File: src/rtl/ip_fixer.sv
// Post-encap fix-up: rewrites the outer IPv4 total length from the IOQ byte count
// and recomputes the outer IPv4 header checksum; everything else passes through.
module ip_fixer #(
  parameter int                       DATA_WIDTH         = 64,
  parameter int                       CTRL_WIDTH         = DATA_WIDTH / 8,
  parameter logic [CTRL_WIDTH-1:0]    IOQ_STAGE_NUM      = 8'hFF,
  parameter int                       PKT_BYTE_CNT_WIDTH = 11,
  parameter int                       IOQ_BYTE_LEN_POS   = 0
) (
  input  logic                  clk,
  input  logic                  reset,
  input  logic [DATA_WIDTH-1:0] in_data,
  input  logic [CTRL_WIDTH-1:0] in_ctrl,
  input  logic                  in_wr,
  output logic                  in_rdy,
  output logic [DATA_WIDTH-1:0] out_data,
  output logic [CTRL_WIDTH-1:0] out_ctrl,
  output logic                  out_wr,
  input  logic                  out_rdy
);

  localparam int WORD_W     = DATA_WIDTH + CTRL_WIDTH;
  localparam int FIFO_DEPTH = 16;
  localparam int PTR_W      = 4;
  localparam int CNT_W      = 5;
  localparam int N_HOLD     = 5;

  localparam logic [2:0] ST_MOD_HDRS = 3'd0;
  localparam logic [2:0] ST_BUFFER   = 3'd1;
  localparam logic [2:0] ST_CALC     = 3'd2;
  localparam logic [2:0] ST_EMIT     = 3'd3;
  localparam logic [2:0] ST_PAYLOAD  = 3'd4;

  // ---------------------------------------------------------------------------
  // Input fallthrough FIFO
  // ---------------------------------------------------------------------------
  logic [WORD_W-1:0]     fifo_mem [FIFO_DEPTH];
  logic [PTR_W-1:0]      wr_ptr_q, wr_ptr_d, rd_ptr_q, rd_ptr_d;
  logic [CNT_W-1:0]      count_q, count_d;
  logic                  nearly_full_q, nearly_full_d;
  logic                  fifo_empty, fifo_wr, fifo_rd;
  logic [DATA_WIDTH-1:0] head_data;
  logic [CTRL_WIDTH-1:0] head_ctrl;

  assign fifo_empty             = (count_q == '0);
  assign {head_ctrl, head_data} = fifo_mem[rd_ptr_q];
  assign fifo_wr                = in_wr && ((count_q != CNT_W'(FIFO_DEPTH)) || fifo_rd);
  assign in_rdy                 = !nearly_full_q;

  always_comb begin
    wr_ptr_d = fifo_wr ? wr_ptr_q + PTR_W'(1) : wr_ptr_q;
    rd_ptr_d = fifo_rd ? rd_ptr_q + PTR_W'(1) : rd_ptr_q;
    count_d  = count_q;
    if (fifo_wr && !fifo_rd)      count_d = count_q + CNT_W'(1);
    else if (!fifo_wr && fifo_rd) count_d = count_q - CNT_W'(1);
    nearly_full_d = (count_d >= CNT_W'(FIFO_DEPTH - 1));
  end

  // NOTE: the storage array has no reset; the pointers and count alone decide
  // which entries are valid, so clearing them empties the FIFO.
  always_ff @(posedge clk) begin
    if (fifo_wr) fifo_mem[wr_ptr_q] <= {in_ctrl, in_data};
  end

  // ---------------------------------------------------------------------------
  // Packet FSM and header holding registers
  // ---------------------------------------------------------------------------
  logic [2:0]                    state_q, state_d;
  logic [2:0]                    buf_cnt_q, buf_cnt_d;
  logic [2:0]                    emit_idx_q, emit_idx_d;
  logic [2:0]                    emit_len_q, emit_len_d;
  logic                          have_len_q, have_len_d;
  logic                          fix_q, fix_d;
  logic [PKT_BYTE_CNT_WIDTH-1:0] byte_len_q, byte_len_d;
  logic [WORD_W-1:0]             hold_q [N_HOLD];
  logic [WORD_W-1:0]             hold_d [N_HOLD];

  logic [15:0] new_len, csum;
  logic [19:0] sum_raw, sum_fold1;
  logic        fix_ok;
  logic [WORD_W-1:0] emit_word;

  // Checksum over the outer IPv4 header with the new length, old checksum excluded.
  always_comb begin
    new_len = 16'(byte_len_q) - 16'd14;
    sum_raw = 20'(hold_q[1][15:0])  + 20'(new_len)
            + 20'(hold_q[2][47:32]) + 20'(hold_q[2][31:16]) + 20'(hold_q[2][15:0])
            + 20'(hold_q[3][47:32]) + 20'(hold_q[3][31:16]) + 20'(hold_q[3][15:0])
            + 20'(hold_q[4][63:48]);
    sum_fold1 = {4'b0, sum_raw[15:0]} + {16'b0, sum_raw[19:16]};
    csum      = ~(sum_fold1[15:0] + {12'b0, sum_fold1[19:16]});
    fix_ok    = have_len_q
             && (hold_q[1][31:16] == 16'h0800)
             && (hold_q[1][15:8]  == 8'h45)
             && (byte_len_q >= PKT_BYTE_CNT_WIDTH'(34));
  end

  always_comb begin
    emit_word = hold_q[emit_idx_q];
    if (fix_q && emit_idx_q == 3'd2) emit_word[63:48] = new_len;
    if (fix_q && emit_idx_q == 3'd3) emit_word[63:48] = csum;
  end

  // NOTE: every output of this block gets a default before the case, so no
  // path leaves a signal unassigned and no latch is inferred.
  always_comb begin
    state_d    = state_q;
    buf_cnt_d  = buf_cnt_q;
    emit_idx_d = emit_idx_q;
    emit_len_d = emit_len_q;
    have_len_d = have_len_q;
    fix_d      = fix_q;
    byte_len_d = byte_len_q;
    hold_d     = hold_q;
    fifo_rd    = 1'b0;
    out_wr     = 1'b0;
    out_data   = '0;
    out_ctrl   = '0;

    case (state_q)
      ST_MOD_HDRS: begin
        if (!fifo_empty) begin
          if (head_ctrl != '0) begin
            out_data = head_data;
            out_ctrl = head_ctrl;
            out_wr   = out_rdy;
            fifo_rd  = out_rdy;
            if (out_rdy && head_ctrl == IOQ_STAGE_NUM) begin
              byte_len_d = head_data[IOQ_BYTE_LEN_POS +: PKT_BYTE_CNT_WIDTH];
              have_len_d = 1'b1;
            end
          end else begin
            // First data word stays at the FIFO head for BUFFER to pop.
            state_d   = ST_BUFFER;
            buf_cnt_d = 3'd0;
          end
        end
      end

      ST_BUFFER: begin
        if (!fifo_empty) begin
          fifo_rd           = 1'b1;
          hold_d[buf_cnt_q] = {head_ctrl, head_data};
          buf_cnt_d         = buf_cnt_q + 3'd1;
          if (buf_cnt_q == 3'd4) begin
            state_d = ST_CALC;
          end else if (head_ctrl != '0) begin
            fix_d      = 1'b0;
            emit_len_d = buf_cnt_q + 3'd1;
            emit_idx_d = 3'd0;
            state_d    = ST_EMIT;
          end
        end
      end

      ST_CALC: begin
        fix_d      = fix_ok;
        emit_len_d = 3'd5;
        emit_idx_d = 3'd0;
        state_d    = ST_EMIT;
      end

      ST_EMIT: begin
        {out_ctrl, out_data} = emit_word;
        out_wr               = out_rdy;
        if (out_rdy) begin
          if (emit_idx_q == emit_len_q - 3'd1) begin
            if (emit_word[WORD_W-1:DATA_WIDTH] != '0) begin
              state_d    = ST_MOD_HDRS;
              have_len_d = 1'b0;
              fix_d      = 1'b0;
            end else begin
              state_d = ST_PAYLOAD;
            end
          end else begin
            emit_idx_d = emit_idx_q + 3'd1;
          end
        end
      end

      ST_PAYLOAD: begin
        if (!fifo_empty) begin
          out_data = head_data;
          out_ctrl = head_ctrl;
          out_wr   = out_rdy;
          fifo_rd  = out_rdy;
          if (out_rdy && head_ctrl != '0) begin
            state_d    = ST_MOD_HDRS;
            have_len_d = 1'b0;
            fix_d      = 1'b0;
          end
        end
      end

      default: state_d = ST_MOD_HDRS;
    endcase
  end

  // NOTE: sequential state uses non-blocking assignments so every flop samples
  // the pre-edge values regardless of statement order.
  always_ff @(posedge clk) begin
    if (reset) begin
      wr_ptr_q      <= '0;
      rd_ptr_q      <= '0;
      count_q       <= '0;
      nearly_full_q <= 1'b1;
      state_q       <= ST_MOD_HDRS;
      buf_cnt_q     <= '0;
      emit_idx_q    <= '0;
      emit_len_q    <= '0;
      have_len_q    <= 1'b0;
      fix_q         <= 1'b0;
      byte_len_q    <= '0;
      for (int i = 0; i < N_HOLD; i++) hold_q[i] <= '0;
    end else begin
      wr_ptr_q      <= wr_ptr_d;
      rd_ptr_q      <= rd_ptr_d;
      count_q       <= count_d;
      nearly_full_q <= nearly_full_d;
      state_q       <= state_d;
      buf_cnt_q     <= buf_cnt_d;
      emit_idx_q    <= emit_idx_d;
      emit_len_q    <= emit_len_d;
      have_len_q    <= have_len_d;
      fix_q         <= fix_d;
      byte_len_q    <= byte_len_d;
      hold_q        <= hold_d;
    end
  end

endmodule

File: config.mk
export PLATFORM = sky130hd
export DESIGN_NAME = ip_fixer
export DESIGN_NICKNAME = d
export VERILOG_FILES = /design/src/rtl/ip_fixer.sv
export SDC_FILE = /design/constraint.sdc
export NUM_CORES = 2
export LEC_CHECK = 0
export BUFFER_PORTS_ARGS = -buffer_cell sky130_fd_sc_hd__clkbuf_2
export CAP_MARGIN = 20
export CORE_MARGIN = 3
export CORE_UTILIZATION = 45
export DETAILED_ROUTE_END_ITERATION = 12
export PLACE_DENSITY = 0.61
export SYNTH_ARGS = -nofsm -noshare
export SYNTH_HDL_FRONTEND = slang
export SYNTH_SLANG_ARGS = --single-unit
File: constraint.sdc
create_clock -name clk -period 11.29 [get_ports clk]
set_input_delay 2.258 -clock clk [delete_from_list [all_inputs] [get_ports clk]]
set_output_delay 2.258 -clock clk [all_outputs]
set_load 0.01 [all_outputs]
==> metrics.csv <==
stage,metric,value,unit
global_routing,grt_max_degree,140,
logic_synthesis,synth_xor_area_frac,0.007743,
worst_setup_path,crit_path_end_kind,output port,
detailed_routing,remaining_drc_errors,0,
worst_setup_path,crit_slowest_cell,fa_1,
worst_setup_path,reg2reg_setup_slack,5.24,ns
detailed_routing,drt_wl_total,176700,um
detailed_routing,vias,37960,
global_routing,grt_pass1_vias,37550,
logic_synthesis,synth_compound_area_frac,0.05672,
pwr,p_total,14080,uW
pwr,powerDensity,190.8,nW/um^2
clock_tree,clk_pin_slew,0.06,ns
detailed_routing,wire_per_inst,26.97,um
global_routing,overflow,0,
global_routing,grt_pass1_wl,260000,um
logic_synthesis,yosysUniqueCellTypes,82,
logic_synthesis,synth_fp_nets,4609,
global_routing,antenna_found_initial,15,
hold_path,worst_hold_path_type,reg -> reg,
sta,fin_crit_sh,0.9616,
logic_synthesis,synth-simple-area-share,0.06564,
place,dp_slack,0.2423,ns
logic_synthesis,ys_ff_latch,1555,
pwr,p_leak,0.02349,uW
sta,finalSetupTns,0,ns
worst_setup_path,path_common_cell,fa_1,
pwr,vdd_drop_max,0.0001781,V
sta,maxSlewViolCount,0,
global_routing,grt_use_total,0.2353,
cells_and_area,drive_gt1_frac,0.2077,
cells_and_area,stdcell_area,73790,um^2
logic_synthesis,ys_warn_count,0,
worst_setup_path,cp-start-kind,register,
clock_tree,cts_buffers,158,
logic_synthesis,synth_fa_ha_area_frac,0.04188,
floorplanning,dieArea,150400,um^2
sta,post-route-min-period,10.86,ns
sta,fin_ws,0.4330,ns
flow_run,drv_cap,0,
logic_synthesis,synth_most_common_cell,edfxtp_1,
detailed_routing,vias_per_cell,5.794,
sta,finalClockSkew,0.04027,ns
logic_synthesis,synthTopCellsByArea,"edfxtp_1 53%, mux4_2 14%, dfxtp_1 12%, nand2_1 4.7%, fa_1 3.4%",
floorplanning,io_pins,150,
sta,max_slew_margin,0.2024,
logic_synthesis,synth-edff-count,1152,
clock_tree,cts_tree,done,
worst_setup_path,critical_path_required,9.03,ns
logic_synthesis,ys_seq_area_frac,0.6503,
place,io_buffers,149,
worst_setup_path,path_class,reg -> out,
cells_and_area,finish.utilization,0.5118,
detailed_routing,drt_iter0_drc,3907,
floorplanning,core_area,144200,um^2
outcome,outcome,finished clean,
place,gp_congestion,0.9146,
clock_tree,cts_root_buffer,clkbuf_16,
clock_tree,clk_path_buf_depth,3,
clock_tree,h-tree-depth,4,
floorplanning,die_h,387.8,um
floorplanning,rows,139,
detailed_routing,drt_pass1_iterations,6,
place,place_area,68520,um^2
logic_synthesis,syn_inst,4380,
worst_setup_path,critPathLaunch,byte_len_q[1],
logic_synthesis,yosys.area.top_type,edfxtp_1,
worst_setup_path,cpPeakStageDelay,0.55,ns
cells_and_area,num-nets-final,4744,
logic_synthesis,async_flop_share,0,
worst_setup_path,worstPathMaxFanout,7,
sta,hold_viol,0,
floorplanning,die_w,387.8,um
logic_synthesis,netlist_area,65610,um^2
clock_tree,clkLatencyLatePin,0.81,ns
worst_setup_path,endpoint,out_data[53],
logic_synthesis,synth_common_cells,"1152 x edfxtp_1, 814 x nand2_1, 415 x mux4_2, 403 x dfxtp_1, 394 x a21oi_1",
worst_setup_path,arrival,8.60,ns
detailed_routing,final_antenna_net_count,0,
logic_synthesis,synth_ff_type,edfxtp_1,
sta,fmax,0.09211,GHz
place,dpl.hpwl,105700,um
clock_tree,cts.sinks,1555,
logic_synthesis,muxShareOfSynthArea,0.1498,
floorplanning,start_util,0.4550,
cells_and_area,syn_to_final_growth,12.47,%
logic_synthesis,synth_top_family_by_area,multiplexers,
logic_synthesis,synth_area_per_cell,14.98,um^2
sta,worst_pin_slew,1.184,ns
logic_synthesis,netlist.area_leader.share,0.5273,
worst_setup_path,rr_endpoint,fifo_mem[13][22],
sta,setup_viol,0,
worst_setup_path,rr_worst_depth,12,
registers in the layout, summed over array words and instances (netlist names), named ones only:
register and cells:
have_len_q 1, hold_q 360, fifo_mem 1152, fix_q 1, wr_ptr_q 4, count_q 5, byte_len_q 11, rd_ptr_q 4
state_q 3, emit_len_q 3, nearly_full_q 1, buf_cnt_q 3, emit_idx_q 3
stage by stage:
step,hold slack [ns],cells
after global placement,0.4384,6240
after floorplan,0.4331,4380
after CTS,0.4506,6536
final,0.4507,6552
after detailed placement,0.4431,6240
after global routing,0.4676,6549
power by group:
part | total [uW] | internal (uW) | leakage, uW | switching, uW
Clock | 4980 | 2820 | 0.00241 | 2160
Sequential | 6330 | 6240 | 0.0137 | 90.2
Combinational | 2760 | 1020 | 0.00742 | 1740
Total | 14100 | 10100 | 0.0235 | 3990
critical path: cells and delay by family, from the launching register on:
kind / cells / cell delay [ns]
compound gates: 12 / 2.03
xor+xnor: 3 / 0.55
fa+ha+maj: 9 / 3.22
buf+inv: 4 / 0.42
flops: 1 / 0.37
simple gates: 10 / 1.19
how the worst min path moves through the flow:
stage / to / cells after the start / slack [ns] / start
6_report: hold_q[211] / 2 / 0.45 / hold_q[211]
5_1_grt: hold_q[123] / 2 / 0.47 / hold_q[123]
4_1_cts: hold_q[193] / 2 / 0.45 / hold_q[193]
3_5_place_dp: hold_q[193] / 2 / 0.44 / hold_q[193]
3_3_place_gp: hold_q[264] / 2 / 0.44 / hold_q[264]
2_1_floorplan: hold_q[192] / 2 / 0.43 / hold_q[192]
cells in the final DEF (no fill, tap or decap), types with 7 or more instances in the layout:
cell type / count
edfxtp_1: 1152
nand2_1: 811
mux4_2: 415
dfxtp_1: 394
a21oi_1: 387
inv_1: 198
clkbuf_16: 164
clkbuf_2: 147
fa_1: 109
buf_4: 88
o21ai_0: 83
nor2_1: 78
a22oi_1: 64
clkbuf_1: 55
mux2i_1: 35
ha_1: 34
xnor2_1: 32
xor2_1: 25
clkinv_2: 24
clkinv_1: 22
nand3_1: 20
a211oi_1: 19
o21ai_1: 14
nor2_4: 14
nand4_1: 13
nor3_1: 11
clkbuf_8: 11
a21o_1: 9
nor3_2: 8
o211ai_1: 8
and2_1: 8
nand2b_1: 7
nor2b_1: 7
o22ai_1: 7
dfxtp_4: 7
area by class of cell:
type,instances,area [um^2]
antenna,3,7.507
clock buffer,230,4462
clock inverter,61,466.7
fill,11860,70390
inverter,199,747.0
multi-input combinational,2359,21520
sequential,1555,42690
tap,1903,2381
timing repair buffer,242,1516
routing by layer:
layer	wire, um	part of all wire	track usage
met1	73430	0.42	0.3296
met2	84950	0.48	0.3756
met3	14310	0.081	0.05305
met4	3943	0.022	0.05864
met5	78	0.00044	0
kinds of logic (layout without fill, tap and decap cells):
group / count (synthesis) / count (layout)
AO/OA/AOI/OAI: 648 / 648
flip-flops: 1555 / 1555
AND/OR/NAND/NOR: 1045 / 1045
multiplexers: 455 / 455
XOR/XNOR: 58 / 58
other: 0 / 3
buffers and inverters: 466 / 732
adder cells (fa/ha/maj): 153 / 153
what timing repair did:
item / CTS / global route
pin swaps: 5 / 20
gates resized for setup: 14 / 39
buffers inserted: 5 / 12
hold buffers: 0 / 0
setup endpoints to repair: 15 / 15
Note: power is estimated with default switching activity, not from simulation.
